`src/rtl/xadc_scan_sequencer_pkg.sv`:
```
// Shared definitions for the XADC scan sequencer: FSM encodings, sample
// width, default DRP status addresses and the per-channel result record.
package xadc_scan_sequencer_pkg;

    localparam int SAMPLE_W = 12;

    // FSM encodings
    localparam logic [2:0] S_IDLE       = 3'd0;
    localparam logic [2:0] S_WAIT_FRAME = 3'd1;
    localparam logic [2:0] S_ISSUE      = 3'd2;
    localparam logic [2:0] S_WAIT_RDY   = 3'd3;
    localparam logic [2:0] S_ACCUM      = 3'd4;
    localparam logic [2:0] S_STORE      = 3'd5;
    localparam logic [2:0] S_COMMIT     = 3'd6;

    // XADC DRP status register addresses
    localparam logic [6:0] ADDR_TEMP    = 7'h00;
    localparam logic [6:0] ADDR_VCCINT  = 7'h01;
    localparam logic [6:0] ADDR_VCCAUX  = 7'h02;
    localparam logic [6:0] ADDR_VBRAM   = 7'h06;
    localparam logic [6:0] ADDR_VCCPINT = 7'h0D;
    localparam logic [6:0] ADDR_VCCPAUX = 7'h0E;
    localparam logic [6:0] ADDR_VCCODDR = 7'h0F;
    localparam logic [6:0] ADDR_VAUX0   = 7'h10;
    localparam logic [6:0] ADDR_VAUX1   = 7'h11;
    localparam logic [6:0] ADDR_VAUX6   = 7'h16;
    localparam logic [6:0] ADDR_VAUX7   = 7'h17;
    localparam logic [6:0] ADDR_VAUX14  = 7'h1E;
    localparam logic [6:0] ADDR_VAUX15  = 7'h1F;

    // 13-channel default scan list, channel 0 in the LSBs
    localparam logic [13*7-1:0] DEFAULT_CH_ADDRS = {
        ADDR_VAUX1,  ADDR_VAUX0,   ADDR_VCCODDR, ADDR_VCCPAUX, ADDR_VCCPINT,
        ADDR_VBRAM,  ADDR_VCCAUX,  ADDR_TEMP,    ADDR_VAUX15,  ADDR_VAUX14,
        ADDR_VAUX7,  ADDR_VAUX6,   ADDR_VCCINT
    };

    typedef struct packed {
        logic [SAMPLE_W-1:0] code;
        logic                ovr;
    } chan_res_t;

endpackage

```
`src/rtl/xadc_avg_accum.sv`:
```
// Sample accumulator: sums 2^AVG_LOG2 samples, tracks over-range, and
// presents the truncated mean (or full scale when over-range was seen).
module xadc_avg_accum
    import xadc_scan_sequencer_pkg::*;
#(
    parameter int AVG_LOG2 = 2
) (
    input  logic                clk,
    input  logic                rst_n,
    input  logic                clear_i,
    input  logic                add_i,
    input  logic [SAMPLE_W-1:0] sample_i,
    input  logic                ovr_i,
    output logic                done_o,
    output logic [SAMPLE_W-1:0] result_o,
    output logic                ovr_o
);

    localparam int ACC_W = SAMPLE_W + AVG_LOG2;
    localparam int CNT_W = AVG_LOG2 + 1;
    localparam logic [CNT_W-1:0] CNT_LAST = CNT_W'((1 << AVG_LOG2) - 1);

    logic [ACC_W-1:0] acc_q;
    logic [CNT_W-1:0] cnt_q;
    logic             ovr_q;

    // Accumulate on add, wipe on clear (clear wins)
    always_ff @(posedge clk or negedge rst_n) begin
        if (!rst_n) begin
            acc_q <= '0;
            cnt_q <= '0;
            ovr_q <= 1'b0;
        end else if (clear_i) begin
            acc_q <= '0;
            cnt_q <= '0;
            ovr_q <= 1'b0;
        end else if (add_i) begin
            acc_q <= acc_q + ACC_W'(sample_i);
            cnt_q <= cnt_q + CNT_W'(1);
            ovr_q <= ovr_q | ovr_i;
        end
    end

    // The add that fills the set is the one flagged done
    assign done_o   = add_i && (cnt_q == CNT_LAST);
    assign ovr_o    = ovr_q;
    assign result_o = ovr_q ? {SAMPLE_W{1'b1}} : acc_q[ACC_W-1:AVG_LOG2];

endmodule

```
`src/rtl/xadc_scan_sequencer.sv`:
```
// Multi-channel XADC scanner: walks the DRP address list once per frame,
// averages each channel and double-buffers results for the display side.
module xadc_scan_sequencer
    import xadc_scan_sequencer_pkg::*;
#(
    parameter int              N_CH         = 13,
    parameter logic [N_CH*7-1:0] CH_ADDRS   = DEFAULT_CH_ADDRS,
    parameter int              AVG_LOG2     = 2,
    parameter int              FRAME_CYCLES = 10000000,
    parameter int              DRP_TIMEOUT  = 64,
    parameter logic [15:0]     OVR_THRESH   = 16'hFFD0
) (
    input  logic        clk,
    input  logic        rst,
    output logic [6:0]  drp_daddr,
    output logic        drp_den,
    input  logic [15:0] drp_do,
    input  logic        drp_drdy,
    input  logic [3:0]  rd_ch,
    output logic [11:0] rd_data,
    output logic        rd_ovr,
    output logic        scan_done,
    output logic        busy,
    output logic        timeout_err
);

    localparam int FW = $clog2(FRAME_CYCLES + 1);
    localparam int TW = $clog2(DRP_TIMEOUT + 1);
    localparam logic [FW-1:0] FRAME_LAST = FW'(FRAME_CYCLES - 1);
    localparam logic [TW-1:0] TMO_LAST   = TW'(DRP_TIMEOUT - 1);
    localparam logic [3:0]    CH_LAST    = 4'(N_CH - 1);

    logic [2:0]          state_q, state_d;
    logic [3:0]          ch_q, ch_d;
    logic [FW-1:0]       frame_q;
    logic [TW-1:0]       tmo_q;
    logic [SAMPLE_W-1:0] sample_q;
    logic                smp_ovr_q;
    logic [6:0]          daddr_q, next_addr;
    logic                den_q, timeout_q, scan_done_q;
    logic [11:0]         rd_data_q;
    logic                rd_ovr_q;
    chan_res_t           shadow_q [N_CH];
    chan_res_t           vis_q    [N_CH];
    chan_res_t           rd_sel;
    logic                scan_start;
    logic                acc_done, acc_ovr;
    logic [SAMPLE_W-1:0] acc_result;

    xadc_avg_accum #(.AVG_LOG2(AVG_LOG2)) u_accum (
        .clk      (clk),
        .rst_n    (rst),
        .clear_i  (state_q == S_STORE),
        .add_i    (state_q == S_ACCUM),
        .sample_i (sample_q),
        .ovr_i    (smp_ovr_q),
        .done_o   (acc_done),
        .result_o (acc_result),
        .ovr_o    (acc_ovr)
    );

    // Next-state, next-channel and DRP address selection
    always_comb begin
        state_d   = state_q;
        ch_d      = ch_q;
        next_addr = '0;
        case (state_q)
            S_IDLE: begin
                state_d = S_ISSUE;
                ch_d    = '0;
            end
            S_WAIT_FRAME: if (frame_q >= FRAME_LAST) begin
                state_d = S_ISSUE;
                ch_d    = '0;
            end
            S_ISSUE:    state_d = S_WAIT_RDY;
            S_WAIT_RDY: if (drp_drdy || tmo_q == TMO_LAST) state_d = S_ACCUM;
            S_ACCUM:    state_d = acc_done ? S_STORE : S_ISSUE;
            S_STORE: begin
                if (ch_q == CH_LAST) begin
                    state_d = S_COMMIT;
                end else begin
                    state_d = S_ISSUE;
                    ch_d    = ch_q + 4'd1;
                end
            end
            S_COMMIT:   state_d = S_WAIT_FRAME;
            default:    state_d = S_IDLE;
        endcase
        for (int i = 0; i < N_CH; i++)
            if (ch_d == 4'(i)) next_addr = CH_ADDRS[i*7 +: 7];
    end

    assign scan_start = (state_d == S_ISSUE) &&
                        (state_q == S_IDLE || state_q == S_WAIT_FRAME);

    // FSM state and channel pointer
    always_ff @(posedge clk or negedge rst) begin
        if (!rst) begin
            state_q <= S_IDLE;
            ch_q    <= '0;
        end else begin
            state_q <= state_d;
            ch_q    <= ch_d;
        end
    end

    // DRP strobe/address, per-read timeout and sample capture
    always_ff @(posedge clk or negedge rst) begin
        if (!rst) begin
            den_q     <= 1'b0;
            daddr_q   <= '0;
            tmo_q     <= '0;
            sample_q  <= '0;
            smp_ovr_q <= 1'b0;
            timeout_q <= 1'b0;
        end else begin
            den_q <= (state_d == S_ISSUE);
            if (state_d == S_ISSUE) daddr_q <= next_addr;
            if (state_q == S_ISSUE)
                tmo_q <= '0;
            else if (state_q == S_WAIT_RDY)
                tmo_q <= tmo_q + TW'(1);
            if (state_q == S_WAIT_RDY) begin
                if (drp_drdy) begin
                    sample_q  <= drp_do[15:4];
                    smp_ovr_q <= (drp_do > OVR_THRESH);
                end else if (tmo_q == TMO_LAST) begin
                    // abandoned read contributes zero to the average
                    sample_q  <= '0;
                    smp_ovr_q <= 1'b0;
                    timeout_q <= 1'b1;
                end
            end
        end
    end

    // Frame counter: zeroed at scan start, saturates at the frame length
    always_ff @(posedge clk or negedge rst) begin
        if (!rst)
            frame_q <= '0;
        else if (scan_start)
            frame_q <= '0;
        else if (frame_q < FRAME_LAST)
            frame_q <= frame_q + FW'(1);
    end

    // Shadow bank fills per channel; visible bank swaps in whole on commit
    always_ff @(posedge clk or negedge rst) begin
        if (!rst) begin
            for (int i = 0; i < N_CH; i++) begin
                shadow_q[i] <= '0;
                vis_q[i]    <= '0;
            end
            scan_done_q <= 1'b0;
        end else begin
            if (state_q == S_STORE)
                for (int i = 0; i < N_CH; i++)
                    if (ch_q == 4'(i)) shadow_q[i] <= '{code: acc_result, ovr: acc_ovr};
            if (state_q == S_COMMIT)
                for (int i = 0; i < N_CH; i++) vis_q[i] <= shadow_q[i];
            scan_done_q <= (state_q == S_COMMIT);
        end
    end

    // Readback mux; out-of-range channels read as zero
    always_comb begin
        rd_sel = '0;
        for (int i = 0; i < N_CH; i++)
            if (rd_ch == 4'(i)) rd_sel = vis_q[i];
    end

    // Registered readback, one cycle behind rd_ch
    always_ff @(posedge clk or negedge rst) begin
        if (!rst) begin
            rd_data_q <= '0;
            rd_ovr_q  <= 1'b0;
        end else begin
            rd_data_q <= rd_sel.code;
            rd_ovr_q  <= rd_sel.ovr;
        end
    end

    assign drp_den     = den_q;
    assign drp_daddr   = daddr_q;
    assign rd_data     = rd_data_q;
    assign rd_ovr      = rd_ovr_q;
    assign scan_done   = scan_done_q;
    assign timeout_err = timeout_q;
    assign busy        = (state_q != S_IDLE) && (state_q != S_WAIT_FRAME);

endmodule

```
`config.mk`:
```
export PLATFORM = sky130hd
export DESIGN_NAME = xadc_scan_sequencer
export DESIGN_NICKNAME = d
export VERILOG_FILES = /design/src/rtl/xadc_scan_sequencer_pkg.sv /design/src/rtl/xadc_avg_accum.sv /design/src/rtl/xadc_scan_sequencer.sv
export SDC_FILE = /design/constraint.sdc
export NUM_CORES = 1
export LEC_CHECK = 0
export ABC_AREA = 1
export BUFFER_PORTS_ARGS = -buffer_cell sky130_fd_sc_hd__buf_4
export CORE_MARGIN = 3
export CORE_UTILIZATION = 60
export CTS_CLUSTER_DIAMETER = 80
export DETAILED_ROUTE_END_ITERATION = 7
export GPL_ROUTABILITY_DRIVEN = 0
export GPL_TIMING_DRIVEN = 0
export PLACE_DENSITY_LB_ADDON = 0.08
export SLEW_MARGIN = 10
export SYNTH_ARGS = -nofsm -noshare
export SYNTH_HDL_FRONTEND = slang
export SYNTH_SLANG_ARGS = --single-unit
```
`constraint.sdc`:
```
create_clock -name clk -period 4.8 [get_ports clk]
set_input_delay 0 -clock clk [delete_from_list [all_inputs] [get_ports clk]]
set_output_delay 0 -clock clk [all_outputs]
set_load 0.005 [all_outputs]
```
=== Word-level counts from Yosys, hierarchy flattened ===
Cells that the tools add are included.

* Add/subtract/negate cells: 5
* Magnitude comparators: 3
* Equal/unequal tests: 46
* Multiplexer cells: 49
* Bitwise gates (word level): 2
* Reduce and logical (&&, ||, !) cells: 29

{| class="wikitable"
|+ Operators by type and width
! operator !! number
|-
| $mux 13 || 13
|-
| $mux 7 || 14
|-
| $eq 4x4->1 const B || 15
|-
| $eq 4x3->1 const B || 12
|-
| $mux 24 || 2
|-
| $mux 12 || 3
|-
| $mux 14 || 2
|-
| $reduce_and 2->1 || 14
|-
| $add 24x1->24 const B || 1
|-
| $eq 4x2->1 const B || 6
|-
| $ge 24x24->1 const B || 1
|-
| $lt 24x24->1 const B || 1
|-
| $pmux 3 s7 || 1
|-
| $mux 3 || 6
|-
| $gt 16x16->1 const B || 1
|-
| $add 14x12->14 || 1
|-
| $eq 3x2->1 const B || 4
|-
| $eq 4x1->1 const B || 3
|-
| $logic_not 4->1 || 3
|-
| $pmux 4 s3 || 1
|-
| $eq 3x3->1 const B || 3
|-
| $mux 4 || 2
|-
| $reduce_bool 2->1 || 4
|-
| $add 7x1->7 const B || 1
|-
| other kinds (13) || 20
|}

* Flip-flop bits (word level): 430
* Input port bits: 23
* Output and inout bits: 24
* Logic and storage cells: 201

=== Depth between registers and ports, before layout ===
Gate-level depths: netlist of run 1.

* Depth in word-level cells: 17
* Depth in mapped cells: 18
* Mapped depth without buffers: 17

=== By module ===
A second synthesis of run 1 with hierarchy kept.

* Cell total of the unflattened synthesis: 2,259
* Area, all modules: 19,302.3 µm²

{| class="wikitable"
|+ Modules (own cells, without submodules)
! module !! instances !! cells an instance !! area an instance (µm²) !! sequential area each (µm²)
|-
| xadc_scan_sequencer || 1 || 2,038 || 17,812.1 || 10,259.8
|-
| xadc_avg_accum || 1 || 221 || 1,490.2 || 450.4
|}

=== Worst setup path after synthesis of run 1 ===
No wires, ideal clock.

* Path kind: reg2reg
* From: register frame_q[0]
* To: register frame_q[19]
* Setup time: 66 ps
* Arrival: 1,925 ps
* Data required time: 4,734 ps
* Setup slack: 2,809 ps
* Stages on the path, launching flop included: 16
* Path buffers: 1
* Period minus slack after synthesis: 1,991 ps
* Cell sequence: dfrtp_1 ha_1 nand2_1 nor2_2 a21oi_1 nor2_2 nor2_4 nand2_4 nand2_4 nor2_4 nand2_4 inv_4 nand2_4 buf_6 nand4_1 nand2_1

* Longest elaborated chain between the ends: 6
* Elaborated cells on any way between the ends: 10
* Classes of those cells: 1 x add/sub; 2 x order compare; 1 x eq/ne; 4 x mux; 2 x reduce/logical

{| class="wikitable"
|+ Ends and longest elaborated chain
! element !! RTL line !! text
|-
| start: declaration || xadc_scan_sequencer.sv:35 || <nowiki>logic [FW-1:0] frame_q;</nowiki>
|-
| start signal: assignment || xadc_scan_sequencer.sv:145 || <nowiki>frame_q <= frame_q + FW'(1);</nowiki>
|-
| $ge 24x24->1 (*) || xadc_scan_sequencer.sv:72 || <nowiki>S_WAIT_FRAME: if (frame_q >= FRAME_LAST) begin</nowiki>
|-
| $mux 3 (*) || xadc_scan_sequencer.sv:72 ||
|-
| $pmux 3 s7 (*) || xadc_scan_sequencer.sv:67 || <nowiki>case (state_q)</nowiki>
|-
| named net state_d[0] || xadc_scan_sequencer.sv:33 || <nowiki>logic [2:0] state_q, state_d;</nowiki>
|-
| $eq 3x2->1 (*) || xadc_scan_sequencer.sv:94 || <nowiki>assign scan_start = (state_d == S_ISSUE) &&</nowiki>
|-
| $logic_and 1x1->1 (*) || xadc_scan_sequencer.sv:94 ||
|-
| $mux 24 / $reduce_bool 2->1 (equally long branches) || - ||
|}

Mark *: on every way through the listed nets, which the timed path passes. The rest lies on a longest branch. The select of a mux whose other input is x is not followed.
A chain may end at the register's enable or synchronous reset.

=== Worst setup path after layout of run 1 ===
* From: register state_q[0]
* To: register vis_q[60] (netlist bit)

* Longest elaborated chain between the ends: 1

{| class="wikitable"
|+ Ends and longest elaborated chain
! element !! RTL line !! text
|-
| start: declaration || xadc_scan_sequencer.sv:33 ||
|-
| start signal: assignment || xadc_scan_sequencer.sv:103 || <nowiki>state_q <= state_d;</nowiki>
|-
| $eq 3x3->1 || xadc_scan_sequencer.sv:160 || <nowiki>if (state_q == S_COMMIT)</nowiki>
|-
| end signal: indexed assignment || xadc_scan_sequencer.sv:153 || <nowiki>vis_q[i] <= '0;</nowiki>
|-
| end: declaration || xadc_scan_sequencer.sv:44 || <nowiki>chan_res_t vis_q [N_CH];</nowiki>
|}

Every way passes these cells.

==> impl_metrics.py, run 1 <==
metrics = {
    "run_status": {
        "outcome": "complete, no violations",
    },
    "timing": {
        "hold_ws_ps": 62.7,
        "setup_tns_ps": 0,
        "slew_headroom_pct": 20.6,
        "tightest_slew_ps": 1190,
        "rsz0062_at_grt": "no",
        "setup_viol": 0,
        "period_minus_slack_ps": 2480,
        "setup_ws_ps": 2320,
        "hold_viol_final": 0,
        "fin_skew_ps": 24.2,
        "final_max_slew_viol_count": 0,
        "max_freq_mhz": 404,
        "period_share_pct": 51.6,
    },
    "global_routing": {
        "overflow": 0,
        "grt_util_met1_pct": 41.5,
        "grt_max_degree": 114,
        "antenna_found_initial": 0,
        "grtUsageTotal_pct": 30.6,
        "grt_pass1_wl_um": 81600,
        "top_usage_layer": "met2",
        "grt_pass1_vias": 15461,
        "grt_util_met2_pct": 49.9,
        "use_met3_pct": 5.01,
    },
    "finish": {
        "most-common-layout-cells": "nand2_1 (619), dfrtp_1 (428), o21ai_0 (357), inv_1 (271), clkbuf_1 (96)",
        "regArea_um2": 10700,
        "layout-drive-gt1-share_pct": 8.08,
        "area_delta_synth_final_pct": 14.4,
        "multi_input_area_um2": 6780,
        "final_common_cell": "nand2_1",
        "post-route-util_pct": 70.5,
        "antenna_cells": 0,
        "fillers": 2435,
        "nNetsFinal": 2385,
        "fin_area_um2": 21800,
        "finalNonFillerCells": 2772,
    },
    "critical_path": {
        "slowest_stage": "clkbuf_1",
        "crit_required_ps": 5250,
        "arrival_ps": 2930,
        "critPathBufInv": 5,
        "cp_cell_sequence": "inv_1, nand2_1, nor2_1, inv_1, buf_2, clkbuf_1, clkbuf_1, nand2_1, o21ai_0",
        "cpLargestDelayFamily": "buffers and inverters",
        "critPathLaunchType": "flop",
        "end_kind": "flop",
        "slowest_delay_ps": 580,
        "cp_max_fo": 10,
        "critPathKind": "reg2reg",
    },
    "cts": {
        "cts-root-buf": "clkbuf_16",
        "htreeDepth": 2,
        "worst_skew_pair.late_latency_ps": 550,
        "clkTransAtPathRegs_ps": 60,
        "clock_path_buffers": 3,
        "cts_made_buffers": 44,
        "post-cts-setup-buffers": 0,
        "cts.sinks": 428,
        "cts_tree": "done",
    },
    "drt": {
        "routed_via_density": 5.65,
        "vias": 15653,
        "post-route-drc-count": 0,
        "ant_nets": 0,
        "first_pass_iters": 5,
        "routedWlPerCell_um": 18.4,
        "wl_um": 50900,
        "drt_iter0_drc": 1216,
    },
    "run": {
        "max_cap_viol_count": 0,
    },
    "floorplan": {
        "die_w_um": 184,
        "die_area_um2": 33900,
        "start_util_pct": 61.6,
        "num_rows": 64,
        "die_y_um": 184,
        "core_um2": 30900,
        "io_pins": 47,
    },
    "place": {
        "post-place-ws_ps": 2390,
        "port_buffers": 44,
        "dp.cells": 2671,
        "dp_hpwl_um": 34900,
        "placed_area_um2": 20000,
    },
    "logic_synthesis": {
        "yosysWarnings": 0,
        "async_flop_share_pct": 100,
        "ys_seq_area_share_pct": 56.2,
        "ys_ff_latch": 428,
        "postSynthAreaPerCell_um2": 8.55,
        "synthFlopType": "dfrtp_1",
        "synthCells": 2226,
        "synthesis.area_um2": 19000,
        "synth_edf_count": 0,
        "synth_cell_types": 47,
    },
    "hold_path": {
        "hold_class": "in2reg",
    },
    "pwr": {
        "p_total_mw": 9.69,
        "peakVddDrop_mv": 0.408,
        "powerDensity_nw_per_um2": 445,
        "p_leak_nw": 10.1,
    },
}
[repair_timing]
| action | 4_1_cts | 5_1_grt |
|---|---|---|
| hold buffers | 20 | 0 |
| gates resized for setup | 0 | 0 |
| hold endpoints to repair | 246 | 0 |
[synth_stat cells, types with 6 or more instances]
cell type | instances | area (µm²)
nor3_4 | 6 | 97.6
nand3_1 | 87 | 435
o21ai_0 | 357 | 1790
nor2_1 | 80 | 300
a31oi_1 | 10 | 62.6
inv_2 | 13 | 48.8
nand3b_1 | 13 | 97.6
nand2_1 | 619 | 2320
o31ai_1 | 13 | 97.6
ha_1 | 20 | 250
a21oi_1 | 48 | 240
nor4_1 | 7 | 43.8
clkbuf_1 | 92 | 345
xor2_1 | 19 | 166
buf_2 | 14 | 70.1
nor3_1 | 17 | 85.1
a221oi_1 | 10 | 87.6
nor3_2 | 6 | 60.1
o22ai_1 | 7 | 43.8
nand4_1 | 36 | 225
o21ai_1 | 8 | 40.0
dfrtp_1 | 428 | 10700
inv_1 | 271 | 1020
[logic make-up after synthesis]
| group | after synthesis | synth area share [%] |
|---|---|---|
| and+or+nand+nor | 890 | 20.1 |
| AOI/OAI and AO/OA | 467 | 13.1 |
| DFF | 428 | 56.2 |
| buffers and inverters | 399 | 8.19 |
| adders and majority gates | 21 | 1.42 |
| xor gates and xnor gates | 19 | 0.874 |
| other | 1 | 0.0197 |
| muxes | 1 | 0.0591 |
[layer usage]
layer	wire, µm	vias to the layer above
li1	-	7371
met1	21200	7605
met2	23900	555
met3	3520	122
met4	2240	0
met5	0	-
[cell type report]
type / count / area share, %
Tap cell: 396 / 2.28
Inverter: 285 / 4.92
Timing Repair Buffer: 68 / 2.98
Buffer: 114 / 2.23
Sequential cell: 428 / 49.2
Multi-Input combinational cell: 1400 / 31.1
Clock inverter: 25 / 1.61
Clock buffer: 56 / 5.68
[flip-flops by register name, summed over array words and instances, names as in the netlist]
name / count
tmo_q: 7
state_q: 3
u_accum.acc_q: 14
rd_data: 12
u_accum.cnt_q: 3
smp_ovr_q: 1
u_accum.ovr_o: 1
drp_den: 1
drp_daddr: 5
rd_ovr: 1
frame_q: 24
timeout_err: 1
ch_q: 4
sample_q: 12
scan_done: 1
shadow_q: 169
vis_q: 169
[path summary, 6_finish.rpt]
path                       slack [ps]               end              from  cells after the start
min reg2reg                       480  u_accum.cnt_q[0]  u_accum.cnt_q[0]                      1
max reg2reg                      2320         vis_q[60]        state_q[0]                      9
max                              2320         vis_q[60]        state_q[0]                      9
min                                60        rd_data[1]          rd_ch[3]                      5
min in group asynchronous         480        vis_q[153]               rst                      3
max in group asynchronous        2740        vis_q[151]               rst                      4
[worst min-delay path, cell delays in order]
cell and delay [ps]:
buf_4 130, inv_1 60, nor3_1 110, nand2_1 80, nand3b_1 130
[power breakdown]
part	switching, mW	leakage (nW)	internal, mW
registers	0.189	5.91	3.88
logic	1.35	3.46	0.552
clock network	1.45	0.776	2.26
Power figures use the tool's default switching activity.
==> inputs of run 2 (changes only) <==
==> constraint.sdc (replaced) <==
create_clock -name clk -period 2.3 [get_ports clk]
set_input_delay 0 -clock clk [delete_from_list [all_inputs] [get_ports clk]]
set_output_delay 0 -clock clk [all_outputs]
set_load 0.005 [all_outputs]
==> run 2 against run 1 <==
Net effect:
- clock power grew 110%
- core utilization grew 0.77 points
- cell area grew 1.1%
- sequential power grew 110%
- critical path depth shrank 3
- wire length grew 1.1%
- maximum frequency grew 9.0%
- via count grew 0.66%
- largest power group unchanged
- highest routed layer unchanged
- final cell count grew 0.47%
- largest cell class unchanged
- count of clock-buffer cells in the layout is the same
- non-clock buffer count grew 13
- critical path type unchanged
- sequential share of layout area shrank 0.52 points
==> impl_metrics.py, run 2 (synthesized netlist as in run 1, its figures left out) <==
metrics = {
    "floorplan": {
        "core_um2": 30900,
        "die_y_um": 184,
        "die_area_um2": 33900,
        "io_pins": 47,
        "start_util_pct": 61.6,
        "die_w_um": 184,
        "num_rows": 64,
    },
    "cts": {
        "cts-root-buf": "clkbuf_16",
        "cts.sinks": 428,
        "htreeDepth": 2,
        "clkTransAtPathRegs_ps": 60,
        "cts_made_buffers": 44,
        "clock_path_buffers": 3,
        "cts_tree": "done",
        "worst_skew_pair.late_latency_ps": 550,
    },
    "finish": {
        "post-route-util_pct": 71.2,
        "antenna_cells": 0,
        "largestRegisters": "shadow_q x169, vis_q x169, frame_q x24",
        "most-common-layout-cells": "nand2_1 (619), dfrtp_1 (426), o21ai_0 (357), inv_1 (270), nand3_1 (87)",
        "final_common_cell": "nand2_1",
        "nNetsFinal": 2398,
        "layout-drive-gt1-share_pct": 9.96,
        "area_delta_synth_final_pct": 15.6,
    },
    "drt": {
        "routed_via_density": 5.66,
        "ant_nets": 0,
        "vias": 15757,
        "drt_iter0_drc": 1280,
        "wl_um": 51500,
        "post-route-drc-count": 0,
        "routedWlPerCell_um": 18.5,
        "first_pass_iters": 5,
    },
    "place": {
        "post-place-ws_ps": -113,
        "port_buffers": 44,
        "dp_hpwl_um": 34900,
    },
    "run": {
        "max_cap_viol_count": 0,
    },
    "timing": {
        "final_max_slew_viol_count": 0,
        "fin_skew_ps": 23.7,
        "period_minus_slack_ps": 2270,
        "slew_headroom_pct": 23.2,
        "setup_ws_ps": 29.8,
        "max_freq_mhz": 440,
        "setup_viol": 0,
        "period_share_pct": 98.7,
        "tightest_slew_ps": 1150,
        "hold_viol_final": 0,
        "hold_ws_ps": 61.6,
    },
    "critical_path": {
        "reg2reg_to": "shadow_q[31]",
        "end_kind": "flop",
        "reg2reg_from": "u_accum.ovr_o",
        "cp_max_fo": 10,
        "crit_required_ps": 2760,
        "regToRegSetupSlack_ps": 30,
        "critPathLaunchType": "flop",
        "r2r_cells": 6,
        "cp_cell_sequence": "inv_1, clkbuf_1, nand2_1, clkbuf_1, nand2_1, o21ai_0",
        "slowest_delay_ps": 830,
        "slowest_stage": "clkbuf_1",
        "arrival_ps": 2730,
        "critPathKind": "reg2reg",
    },
    "hold_path": {
        "hp-start": "rd_ch[3]",
        "holdPathStages": 5,
        "holdPathEnd": "rd_data[1]",
        "hold_class": "in2reg",
    },
    "pwr": {
        "powerDensity_nw_per_um2": 924,
        "p_leak_nw": 10.3,
        "peakVddDrop_mv": 0.811,
    },
    "global_routing": {
        "grt_pass1_wl_um": 81700,
        "overflow": 0,
        "grtUsageTotal_pct": 30.6,
        "grt_max_degree": 114,
        "grt_pass1_vias": 15483,
        "antenna_found_initial": 0,
    },
    "run_status": {
        "outcome": "complete, no violations",
    },
}
[run 2: cell count changes in the layout (fill, tap and decap cells not counted), moves of 2 or more]
cell	delta
buf_2	-2
dfrtp_2	+2
nor3_4	+4
nor2_1	-4
buf_4	+11
nor3_2	-3
buf_12	+3
clkbuf_2	+22
clkbuf_1	-22
nor2_2	+3
dfrtp_1	-2
[run 2: through the flow]
stage          power (mW)  instance area (µm²)  TNS [ps]  std cells
2_1_floorplan        11.0                19000         0       2227
4_1_cts              20.3                21800     -17.9       2774
3_5_place_dp         12.5                20000     -5560       2671
5_1_grt              21.2                22000      -995       2785
3_3_place_gp         12.4                19900  -1237140       2667
6_report             20.4                22000         0       2785
[run 2: report_power, final]
group | internal (mW) | switching (mW) | leakage [nW]
clock | 4.72 | 3.02 | 0.776
combinational | 1.22 | 2.90 | 3.65
sequential | 8.10 | 0.393 | 5.91
[run 2: worst max path at each step]
stage                   from      endpoint  slack [ps]  depth (start not counted)
2_1_floorplan     frame_q[0]   frame_q[19]         310                         15
3_3_place_gp             rst   frame_q[20]       -2940                          1
3_5_place_dp      state_q[0]     vis_q[16]        -110                          9
4_1_cts           state_q[1]  shadow_q[92]         -10                          7
5_1_grt           state_q[0]    vis_q[106]         -50                          9
6_report       u_accum.ovr_o  shadow_q[31]          30                          6
[run 2: final cells by class]
| cell class | instances | area, µm² |
|---|---|---|
| Tap cell | 396 | 495 |
| Sequential cell | 428 | 10700 |
| Clock buffer | 56 | 1240 |
| Buffer | 114 | 519 |
| Timing Repair Buffer | 81 | 783 |
| Inverter | 285 | 1070 |
| Multi-Input combinational cell | 1400 | 6850 |
| Fill cell | 2411 | 8890 |
| Clock inverter | 25 | 350 |
[run 2: routing by layer]
metal | up-vias | GRT usage, % | share of wire (%)
li1 | 7408 | - | -
met1 | 7628 | 41.6 | 42
met2 | 597 | 50.0 | 48
met3 | 124 | 4.97 | 6.8
met4 | 0 | 12.1 | 4.0
met5 | - | 0 | 0
[run 2: timing repair]
item                       4_1_cts  5_1_grt
pin swaps                        1        6
resized for setup                8       54
buffers inserted                 2       11
hold buffers                    20        0
gates cloned                     0        0
hold endpoints to repair       246        0
setup endpoints to repair      127      298
[run 2: worst max-delay path: cells and delay by family, from the launching register on]
kind                   cells  cell delay [ps]
AO/OA/AOI/OAI              1              130
buffers and inverters      3             1150
flip-flops                 1              490
AND/OR/NAND/NOR            2              410
